<file path="src/rtl/pll_seq_pkg.sv">
// ============================================================================
// Module      : pll_seq_pkg
// Description : Shared types and constants for the PLL register sequencer.
// Revision    : 1.0 - initial release
// ============================================================================
`default_nettype none

package pll_seq_pkg;

    typedef enum logic [2:0] {
        IDLE      = 3'd0,
        SCAN      = 3'd1,
        CAPTURE   = 3'd2,
        SHIFT     = 3'd3,
        LATCH     = 3'd4,
        GAP       = 3'd5,
        FINISH    = 3'd6,
        WAIT_LOCK = 3'd7
    } state_t;

    // Wide enough for any practical CLK_DIV / LE_CYCLES setting.
    typedef logic [15:0] spi_cnt_t;

    localparam int LOCK_STABLE_CYCLES = 4;

endpackage

`default_nettype wire

</file>
<file path="src/rtl/pll_spi_tx.sv">
// ============================================================================
// Module      : pll_spi_tx
// Description : Serialises one word MSB first on spi_clk/spi_data, then
//               pulses spi_le for LE_CYCLES clocks.
// Revision    : 1.0 - initial release
// ============================================================================
`default_nettype none

module pll_spi_tx
    import pll_seq_pkg::*;
#(
    parameter int REG_W     = 32,
    parameter int CLK_DIV   = 4,
    parameter int LE_CYCLES = 4
) (
    input  logic             clk,
    input  logic             rst,
    input  logic             start,
    input  logic [REG_W-1:0] word,
    output logic             busy,
    output logic             shift_done,
    output logic             le_done,
    output logic             spi_clk,
    output logic             spi_data,
    output logic             spi_le
);

    localparam int              c_BW       = $clog2(REG_W);
    localparam logic [1:0]      c_PH_IDLE  = 2'd0;
    localparam logic [1:0]      c_PH_LOW   = 2'd1;
    localparam logic [1:0]      c_PH_HIGH  = 2'd2;
    localparam logic [1:0]      c_PH_LE    = 2'd3;
    localparam spi_cnt_t        c_DIV_LAST = spi_cnt_t'(CLK_DIV - 1);
    localparam spi_cnt_t        c_LE_LAST  = spi_cnt_t'(LE_CYCLES - 1);
    localparam logic [c_BW-1:0] c_BIT_LAST = c_BW'(REG_W - 1);

    logic [1:0]       r_phase;
    spi_cnt_t         r_cnt;
    logic [c_BW-1:0]  r_bit;
    logic [REG_W-1:0] r_shift;
    logic             r_spi_clk;
    logic             r_spi_data;
    logic             r_spi_le;

    always_ff @(posedge clk) begin
        if (rst) begin
            r_phase    <= c_PH_IDLE;
            r_cnt      <= '0;
            r_bit      <= '0;
            r_shift    <= '0;
            r_spi_clk  <= 1'b0;
            r_spi_data <= 1'b0;
            r_spi_le   <= 1'b0;
        end else begin
            case (r_phase)
                c_PH_IDLE: begin
                    if (start) begin
                        r_shift    <= word;
                        r_spi_data <= word[REG_W-1];
                        r_cnt      <= '0;
                        r_bit      <= '0;
                        r_phase    <= c_PH_LOW;
                    end
                end
                c_PH_LOW: begin
                    if (r_cnt == c_DIV_LAST) begin
                        r_spi_clk <= 1'b1;
                        r_cnt     <= '0;
                        r_phase   <= c_PH_HIGH;
                    end else begin
                        r_cnt <= r_cnt + 1'b1;
                    end
                end
                c_PH_HIGH: begin
                    if (r_cnt == c_DIV_LAST) begin
                        r_spi_clk <= 1'b0;
                        r_cnt     <= '0;
                        if (r_bit == c_BIT_LAST) begin
                            r_spi_data <= 1'b0;
                            r_spi_le   <= 1'b1;
                            r_phase    <= c_PH_LE;
                        end else begin
                            // Next bit goes out on the falling edge, a full low phase ahead of its rising edge.
                            r_bit      <= r_bit + 1'b1;
                            r_shift    <= {r_shift[REG_W-2:0], 1'b0};
                            r_spi_data <= r_shift[REG_W-2];
                            r_phase    <= c_PH_LOW;
                        end
                    end else begin
                        r_cnt <= r_cnt + 1'b1;
                    end
                end
                default: begin
                    if (r_cnt == c_LE_LAST) begin
                        r_spi_le <= 1'b0;
                        r_cnt    <= '0;
                        r_phase  <= c_PH_IDLE;
                    end else begin
                        r_cnt <= r_cnt + 1'b1;
                    end
                end
            endcase
        end
    end

    assign busy       = (r_phase != c_PH_IDLE);
    assign shift_done = (r_phase == c_PH_HIGH) && (r_cnt == c_DIV_LAST) && (r_bit == c_BIT_LAST);
    assign le_done    = (r_phase == c_PH_LE) && (r_cnt == c_LE_LAST);
    assign spi_clk    = r_spi_clk;
    assign spi_data   = r_spi_data;
    assign spi_le     = r_spi_le;

endmodule

`default_nettype wire

</file>
<file path="src/rtl/pll_reg_sequencer.sv">
// ============================================================================
// Module      : pll_reg_sequencer
// Description : Shadow register file with dirty tracking, streamed to a PLL
//               over 3-wire SPI. Optional lock wait: PLL_LOCK_WAIT_EN.
// Revision    : 1.0 - initial release
// ============================================================================
`default_nettype none

module pll_reg_sequencer
    import pll_seq_pkg::*;
#(
    parameter int                          NUM_REGS  = 11,
    parameter int                          REG_W     = 32,
    parameter logic [NUM_REGS*REG_W-1:0]   INIT      = '0,
    parameter int                          CLK_DIV   = 4,
    parameter int                          LE_CYCLES = 4
`ifdef PLL_LOCK_WAIT_EN
    ,
    parameter int                          LOCK_TIMEOUT = 65535
`endif
) (
    input  logic                        clk,
    input  logic                        rst,
    input  logic                        reg_wr,
    input  logic [$clog2(NUM_REGS)-1:0] reg_addr,
    input  logic [REG_W-1:0]            reg_wdata,
    input  logic                        load,
    input  logic                        load_dirty_only,
`ifdef PLL_LOCK_WAIT_EN
    input  logic                        lock_det,
    output logic                        lock_timeout,
`endif
    output logic                        busy,
    output logic                        done,
    output logic [NUM_REGS-1:0]         dirty,
    output logic                        spi_clk,
    output logic                        spi_data,
    output logic                        spi_le
);

    localparam int              c_AW       = $clog2(NUM_REGS);
    localparam logic [c_AW-1:0] c_IDX_LAST = c_AW'(NUM_REGS - 1);
    localparam spi_cnt_t        c_DIV_LAST = spi_cnt_t'(CLK_DIV - 1);
`ifdef PLL_LOCK_WAIT_EN
    localparam state_t          c_END_STATE = WAIT_LOCK;
`else
    localparam state_t          c_END_STATE = FINISH;
`endif

    state_t             r_state;
    logic [c_AW-1:0]    r_idx;
    logic               r_mode;
    logic               r_pend;
    logic               r_pend_mode;
    logic               r_busy;
    logic               r_done;
    spi_cnt_t           r_gap;
    logic [REG_W-1:0]   r_shadow [NUM_REGS];
    logic [NUM_REGS-1:0] r_dirty;
`ifdef PLL_LOCK_WAIT_EN
    logic [2:0]         r_lock_cnt;
    logic [31:0]        r_to_cnt;
    logic               r_lock_timeout;
`endif

    logic w_wr_ok;
    logic w_start;
    logic w_tx_busy;
    logic w_shift_done;
    logic w_le_done;

    assign w_wr_ok = reg_wr && (int'(reg_addr) < NUM_REGS);
    assign w_start = (r_state == CAPTURE) && !w_tx_busy;

    always_ff @(posedge clk) begin
        if (rst) begin
            r_state     <= IDLE;
            r_idx       <= '0;
            r_mode      <= 1'b0;
            r_pend      <= 1'b0;
            r_pend_mode <= 1'b0;
            r_busy      <= 1'b0;
            r_done      <= 1'b0;
            r_gap       <= '0;
            r_dirty     <= '1;
            for (int i = 0; i < NUM_REGS; i++) begin
                r_shadow[i] <= INIT[i*REG_W +: REG_W];
            end
`ifdef PLL_LOCK_WAIT_EN
            r_lock_cnt     <= '0;
            r_to_cnt       <= '0;
            r_lock_timeout <= 1'b0;
`endif
        end else begin
            r_done <= 1'b0;
            if (load && (r_state != IDLE)) begin
                r_pend      <= 1'b1;
                r_pend_mode <= load_dirty_only;
            end

            case (r_state)
                IDLE: begin
                    if (load) begin
                        r_mode  <= load_dirty_only;
                        r_busy  <= 1'b1;
                        r_idx   <= c_IDX_LAST;
                        r_state <= SCAN;
`ifdef PLL_LOCK_WAIT_EN
                        r_lock_timeout <= 1'b0;
`endif
                    end
                end
                SCAN: begin
                    if (!r_mode || r_dirty[r_idx]) begin
                        r_state <= CAPTURE;
                    end else if (r_idx == '0) begin
                        r_state <= c_END_STATE;
                    end else begin
                        r_idx <= r_idx - 1'b1;
                    end
                end
                CAPTURE: begin
                    if (!w_tx_busy) begin
                        r_dirty[r_idx] <= 1'b0;
                        r_state        <= SHIFT;
                    end
                end
                SHIFT: begin
                    if (w_shift_done) begin
                        r_state <= LATCH;
                    end
                end
                LATCH: begin
                    if (w_le_done) begin
                        r_gap   <= '0;
                        r_state <= GAP;
                    end
                end
                GAP: begin
                    if (r_gap == c_DIV_LAST) begin
                        if (r_idx == '0) begin
                            r_state <= c_END_STATE;
                        end else begin
                            r_idx   <= r_idx - 1'b1;
                            r_state <= SCAN;
                        end
                    end else begin
                        r_gap <= r_gap + 1'b1;
                    end
                end
                WAIT_LOCK: begin
`ifdef PLL_LOCK_WAIT_EN
                    if (lock_det && (r_lock_cnt == 3'(LOCK_STABLE_CYCLES - 1))) begin
                        r_lock_cnt <= '0;
                        r_to_cnt   <= '0;
                        r_state    <= FINISH;
                    end else if (r_to_cnt == 32'(LOCK_TIMEOUT - 1)) begin
                        r_lock_timeout <= 1'b1;
                        r_lock_cnt     <= '0;
                        r_to_cnt       <= '0;
                        r_state        <= FINISH;
                    end else begin
                        r_to_cnt   <= r_to_cnt + 1'b1;
                        r_lock_cnt <= lock_det ? r_lock_cnt + 1'b1 : 3'd0;
                    end
`else
                    r_state <= FINISH;
`endif
                end
                FINISH: begin
                    r_done <= 1'b1;
                    if (r_pend || load) begin
                        // A queued load restarts immediately so busy never drops between passes.
                        r_pend  <= 1'b0;
                        r_mode  <= load ? load_dirty_only : r_pend_mode;
                        r_idx   <= c_IDX_LAST;
                        r_state <= SCAN;
`ifdef PLL_LOCK_WAIT_EN
                        r_lock_timeout <= 1'b0;
`endif
                    end else begin
                        r_busy  <= 1'b0;
                        r_state <= IDLE;
                    end
                end
                default: r_state <= IDLE;
            endcase

            // Placed after the FSM so a write to the word being captured keeps it dirty.
            if (w_wr_ok) begin
                r_shadow[reg_addr] <= reg_wdata;
                r_dirty[reg_addr]  <= 1'b1;
            end
        end
    end

    pll_spi_tx #(
        .REG_W     (REG_W),
        .CLK_DIV   (CLK_DIV),
        .LE_CYCLES (LE_CYCLES)
    ) u_spi_tx (
        .clk        (clk),
        .rst        (rst),
        .start      (w_start),
        .word       (r_shadow[r_idx]),
        .busy       (w_tx_busy),
        .shift_done (w_shift_done),
        .le_done    (w_le_done),
        .spi_clk    (spi_clk),
        .spi_data   (spi_data),
        .spi_le     (spi_le)
    );

    assign busy  = r_busy;
    assign done  = r_done;
    assign dirty = r_dirty;
`ifdef PLL_LOCK_WAIT_EN
    assign lock_timeout = r_lock_timeout;
`endif

endmodule

`default_nettype wire
</file>
<file path="config.mk">
export PLATFORM = sky130hd
export DESIGN_NAME = pll_reg_sequencer
export DESIGN_NICKNAME = d
export VERILOG_FILES = /design/src/rtl/pll_seq_pkg.sv /design/src/rtl/pll_spi_tx.sv /design/src/rtl/pll_reg_sequencer.sv
export SDC_FILE = /design/constraint.sdc
export NUM_CORES = 1
export LEC_CHECK = 0
export ABC_AREA = 1
export CAP_MARGIN = 20
export CORE_ASPECT_RATIO = 0.75
export CORE_MARGIN = 3
export CORE_UTILIZATION = 55
export CTS_CLUSTER_DIAMETER = 80
export DETAILED_ROUTE_END_ITERATION = 16
export PLACE_DENSITY = 0.72
export RECOVER_POWER = 50
export SLEW_MARGIN = 10
export SYNTH_ARGS = -nofsm -noshare
export SYNTH_HDL_FRONTEND = slang
export SYNTH_SLANG_ARGS = --single-unit
</file>
<file path="constraint.sdc">
create_clock -name clk -period 5.17 [get_ports clk]
set_input_delay 1.2925 -clock clk [delete_from_list [all_inputs] [get_ports clk]]
set_output_delay 1.2925 -clock clk [all_outputs]
set_load 0.01 [all_outputs]
</file>
# Word-level counts from Yosys, hierarchy flattened
# Memories as Yosys holds them, arrays and structs flattened. A register that Yosys moved wholly into a read port is not among the register bits.
# Cells that the tools add are included.
dict set report classes {
  n_lt_le_gt_ge 5
  addsub 4
  n_bitwise 4
  n_mux 77
  reduce_logical 35
  n_eq_ne 28
}
# cell count
set op_table {}
lappend op_table {{$mux W31} 3}
lappend op_table {{$mux W16} 5}
lappend op_table {{$pmux W31 S2} 1}
lappend op_table {{$mux W11} 4}
lappend op_table {{$add A16 B1 Y16 const B} 2}
lappend op_table {{$eq A16 B2 Y1 const B} 2}
lappend op_table {{$mux W32} 1}
lappend op_table {{$mux W4} 8}
lappend op_table {{$pmux W16 S2} 1}
lappend op_table {{$reduce_or A32 Y1} 1}
lappend op_table {{$mux W1} 26}
lappend op_table {{$mux W3} 8}
lappend op_table {{$pmux W3 S8} 1}
lappend op_table {{$reduce_and A3 Y1} 6}
lappend op_table {{$ne A2 B2 Y1 const B} 8}
lappend op_table {{$pmux W4 S4} 1}
lappend op_table {{$mux W5} 3}
lappend op_table {{$eq A3 B3 Y1 const B} 4}
lappend op_table {{$ne A2 B1 Y1 const B} 6}
lappend op_table {{$reduce_bool A2 Y1} 6}
lappend op_table {{$and A11 B11 Y11} 1}
lappend op_table {{$not A11 Y11} 1}
lappend op_table {{$or A11 B11 Y11} 1}
lappend op_table {{$lt A4 B5 Y1 const B} 2}
lappend op_table {{other kinds (29)} 51}
dict set report word_totals {
  word_cells 170
  ramBits 352
  out_inout_bits 16
  n_memories 1
  reg_bits 96
}
# name words width rd rd_ports_with_merged_regs wr line
set mem_list {}
lappend mem_list {r_shadow 11 32 1 1 11 pll_reg_sequencer.sv:58} ;# logic [REG_W-1:0] r_shadow [NUM_REGS];

# Depth between registers and ports, before layout
dict set report logic_depth {
  depth_word 11
  depth_mapped 14
}

# By module
# From an unflattened synthesis, not the netlist that was laid out.
dict set report hier_totals {
  hier_cells 2768
  area_unflattened_um2 27493.9
}
# module area_each_um2 n_inst cells_each seq_area_each_um2
set modules_own_cells {}
lappend modules_own_cells {pll_reg_sequencer 24457.2 1 2272 15915.3}
lappend modules_own_cells {pll_spi_tx 3036.7 1 496 1141.1}

# Worst setup path before layout
# Ideal clock, no wire load.
dict set report synth_timing {
  path_type {input to register}
  from {in reg_addr[1]}
  to {mem r_shadow[9][0], enable pin}
  slack_ns 0.554
  arrival_time_ns 4.151
  stages 8
  required_ns 4.704
  setup_ns 0.466
  cell_sequence {buf_2 nand2_1 inv_1 o21ai_1 nand2_1 inv_1 nand2_1 o21ai_0}
}
# element line
set synth_lines {}
lappend synth_lines {{from (decl)} pll_reg_sequencer.sv:25} ;# input logic [$clog2(NUM_REGS)-1:0] reg_addr,
lappend synth_lines {{to (decl)} pll_reg_sequencer.sv:58}

==> results.txt <==
outcome - complete, but fails checks
failing checks - max-capacitance violations, max-slew violations
R2R Path End - u_spi_tx.r_shift[23]
largest net degree at the start of global routing - 210
Root Driver - clkbuf_16
Cells after Synth - 2776
PortBufs - 56
IO Count - 57
starting density of the core - 56.20%
post-route antenna net violation count - 0
pwr dens - 420.6 mW/mm²
setup bufs post-CTS - 0
max cap viols - 3
drt drc - 0
kind of critical path - primary input to flip-flop
Required @ worst endpoint - 5.50 ns
flop2flop setup slack - 2.25 ns
Via-to-Cell Ratio - 5.781
syn avg cell area - 9.683 µm²
die area - 0.05159 mm²
sw power - 0.004023 W
Comb power frac - 21.5%
Post-synth top flop - edfxtp_1
Fin Setup TNS - 0 ns
worst reg2reg path depth - 8
CTS resizes - 0
area of placed instances - 0.02846 mm²
FILL cells - 3858
Critical Path Fanout Max - 18
Final Hold Vio Count - 0
vias in the first global route - 19740
Int Power - 0.008670 W
Rel. slew slack - -69.30%
Detail Placement HPWL - 40170 µm
Leakage - 10.97 nW
router iterations before antenna repair - 6
DIE HEIGHT - 197.5 µm
total CTS buffers - 57
leading area contributor after synthesis - edfxtp_1
num rows - 69
overall routing resource usage - 27.07%
global-route wire length before repair - 108300 µm
core footprint - 0.04783 mm²
YS warnings - 0
Max Fclk - 230.0 MHz
final WL - 69700 µm
CTS Hold Bufs - 0
via count - 20760
WP data arrival - 4.68 ns
WL/cell - 19.40 µm
htree depth - 2
RSZ-0062 raised after global routing - false
Synth area leaders - edfxtp_1 54%, nor2_1 9.9%, dfxtp_1 9.8%
Unique masters post-synth - 45
peak supply drop - 0.0002986 V
crit path from - reg_addr[1]
skew final - 0.02027 ns
HP Class - flip-flop to flip-flop
crit path to - r_shadow[9][10]
GP Congestion - 0.9081
FFs w/ async S/R, synth - 0%
P&R area growth vs syn - 12.26%
Post-synth EDFFs - 480
post-route worst setup slack - 0.8229 ns
post-synth top area share - 53.62%
Critical Path End Type - flip-flop
Slew @ Worst Pin - 2.523 ns
Design Area, Final - 0.03018 mm²
Synth Cell Area - 0.02688 mm²
Clk Latency, worst-skew pair - 0.64 ns
switching share of power - 31.70%
power share of the clock group - 31.7%
clock sinks - 612
Layout Nets - 2953
critical path startpoint category - primary input
Clock Tree Buf Depth - 3
Die X - 261.3 µm
global route overflow - 0
most frequent cell after synthesis - nor2_1
CTS clk-pin slew, worst paths - 0.06 ns
Place WS - 0.9273 ns
Tcrit/Tclk final - 84.08%
min Tclk post-route - 4.347 ns
Sequential Power Share - 46.9%
register area share after synthesis - 63.45%
final max-slew violation count - 96
TritonCTS clock tree - done
final setup fails - 0
post-synthesis register bit count - 612
diode count - 0
Iter 0 DRT Violations - 2585
layout cells sized above 1 - 6.434%
synth cell count leaders - 706 x nor2_1, 480 x edfxtp_1, 293 x o21ai_0
initial antenna violation count - 0
==> power groups by stage <==
stage                     Combinational, W  Sequential (W)  Clock (W)
after floorplan                    0.00199         0.00593          0
after global placement             0.00263         0.00603          0
after detailed placement           0.00269         0.00605          0
after CTS                          0.00271         0.00595    0.00407
after global routing               0.00303         0.00598    0.00425
final                              0.00273         0.00595    0.00402
==> layout by cell type (no fill, tap or decap), types with 3 or more instances in the layout <==
master           count
nor2_2               4
buf_12               7
buf_4               31
clkbuf_1            12
clkinv_1            13
clkinv_2            18
nor3_1              12
inv_2               17
nand3b_1             3
clkinvlp_4           3
clkdlybuf4s50_1     38
ha_1                 8
nor2_1             716
nand4_1             10
o211ai_1            89
nand3_1            180
conb_1             160
nand2_1            225
a21oi_1            136
o21ai_0            323
o21ai_1              4
a31o_2               3
clkbuf_8             3
clkbuf_16           58
xor2_1               6
or2_2               16
dlygate4sd3_1       18
nand2_2             10
o22ai_1             29
dfxtp_1            128
edfxtp_1           480
inv_1              157
==> worst max-delay path, stage by stage <==
cell and delay, ns:
dlygate4sd3_1 0.67, nand2_1 0.10, inv_1 0.06, o21ai_0 0.14, nand2_1 0.09, inv_1 0.08
nand2_1 0.07, o21ai_1 1.87, buf_12 0.28
==> how the worst min path moves through the flow <==
stage	from	endpoint	cells after the start	slack, ns
2_1_floorplan	r_shadow[10][30]	r_shadow[10][30]	2	0.42
3_3_place_gp	r_shadow[10][31]	r_shadow[10][31]	2	0.44
3_5_place_dp	r_shadow[10][30]	r_shadow[10][30]	2	0.44
4_1_cts	r_shadow[10][30]	r_shadow[10][30]	2	0.46
5_1_grt	u_spi_tx.r_bit[3]	u_spi_tx.r_bit[3]	1	0.48
6_report	r_shadow[10][30]	r_shadow[10][30]	2	0.46
==> metrics by stage <==
stage	total power (W)	hold slack (ns)	utilization [%]	instances
3_3_place_gp	0.008661	0.4398	59.51	3483
6_report	0.01269	0.4631	63.09	3592
5_1_grt	0.01326	0.4828	63.09	3592
4_1_cts	0.01273	0.4589	63.22	3591
2_1_floorplan	0.007921	0.4231	-	2935
3_5_place_dp	0.008741	0.4419	59.51	3483
==> per-layer routing <==
metal	vias to the layer above	part of all wire, %	track usage (%)
met5	-	0	0
met2	1038	47	44.34
met4	0	2.9	9.766
li1	9608	-	-
met3	146	9.5	4.255
met1	9972	41	36.95
==> cell type report <==
cell class / count / area, µm² / area share, %
sequential: 612 / 17070 / 56.56
timing repair buffer: 99 / 964.7 / 3.197
inverter: 179 / 681.9 / 2.260
multi-input combinational: 1955 / 8891 / 29.46
clock inverter: 38 / 246.5 / 0.8168
tap: 639 / 799.5 / 2.649
clock buffer: 70 / 1526 / 5.058
==> cells by family after synthesis <==
family | after synthesis | share of synthesized area (%)
adders and majority gates | 8 | 0.3724
DFF | 612 | 63.45
and+or+nand+nor | 1185 | 18.06
other | 1 | 0.01395
xor gates and xnor gates | 8 | 0.2607
AOI/OAI and AO/OA | 594 | 12.18
buffers and inverters | 368 | 5.665
==> sequential cells by signal (all words and copies together) (netlist names), named ones only <==
signal,cells
u_spi_tx.r_shift,31
u_spi_tx.r_bit,5
u_spi_tx.r_phase,2
r_state,3
u_spi_tx.spi_data,1
u_spi_tx.spi_le,1
u_spi_tx.spi_clk,1
dirty,11
busy,1
r_idx,4
r_shadow,512
u_spi_tx.r_cnt,16
r_gap,16
r_pend,1
r_mode,1
done,1
r_pend_mode,1
No activity file was read; power rests on OpenSTA's default activity.
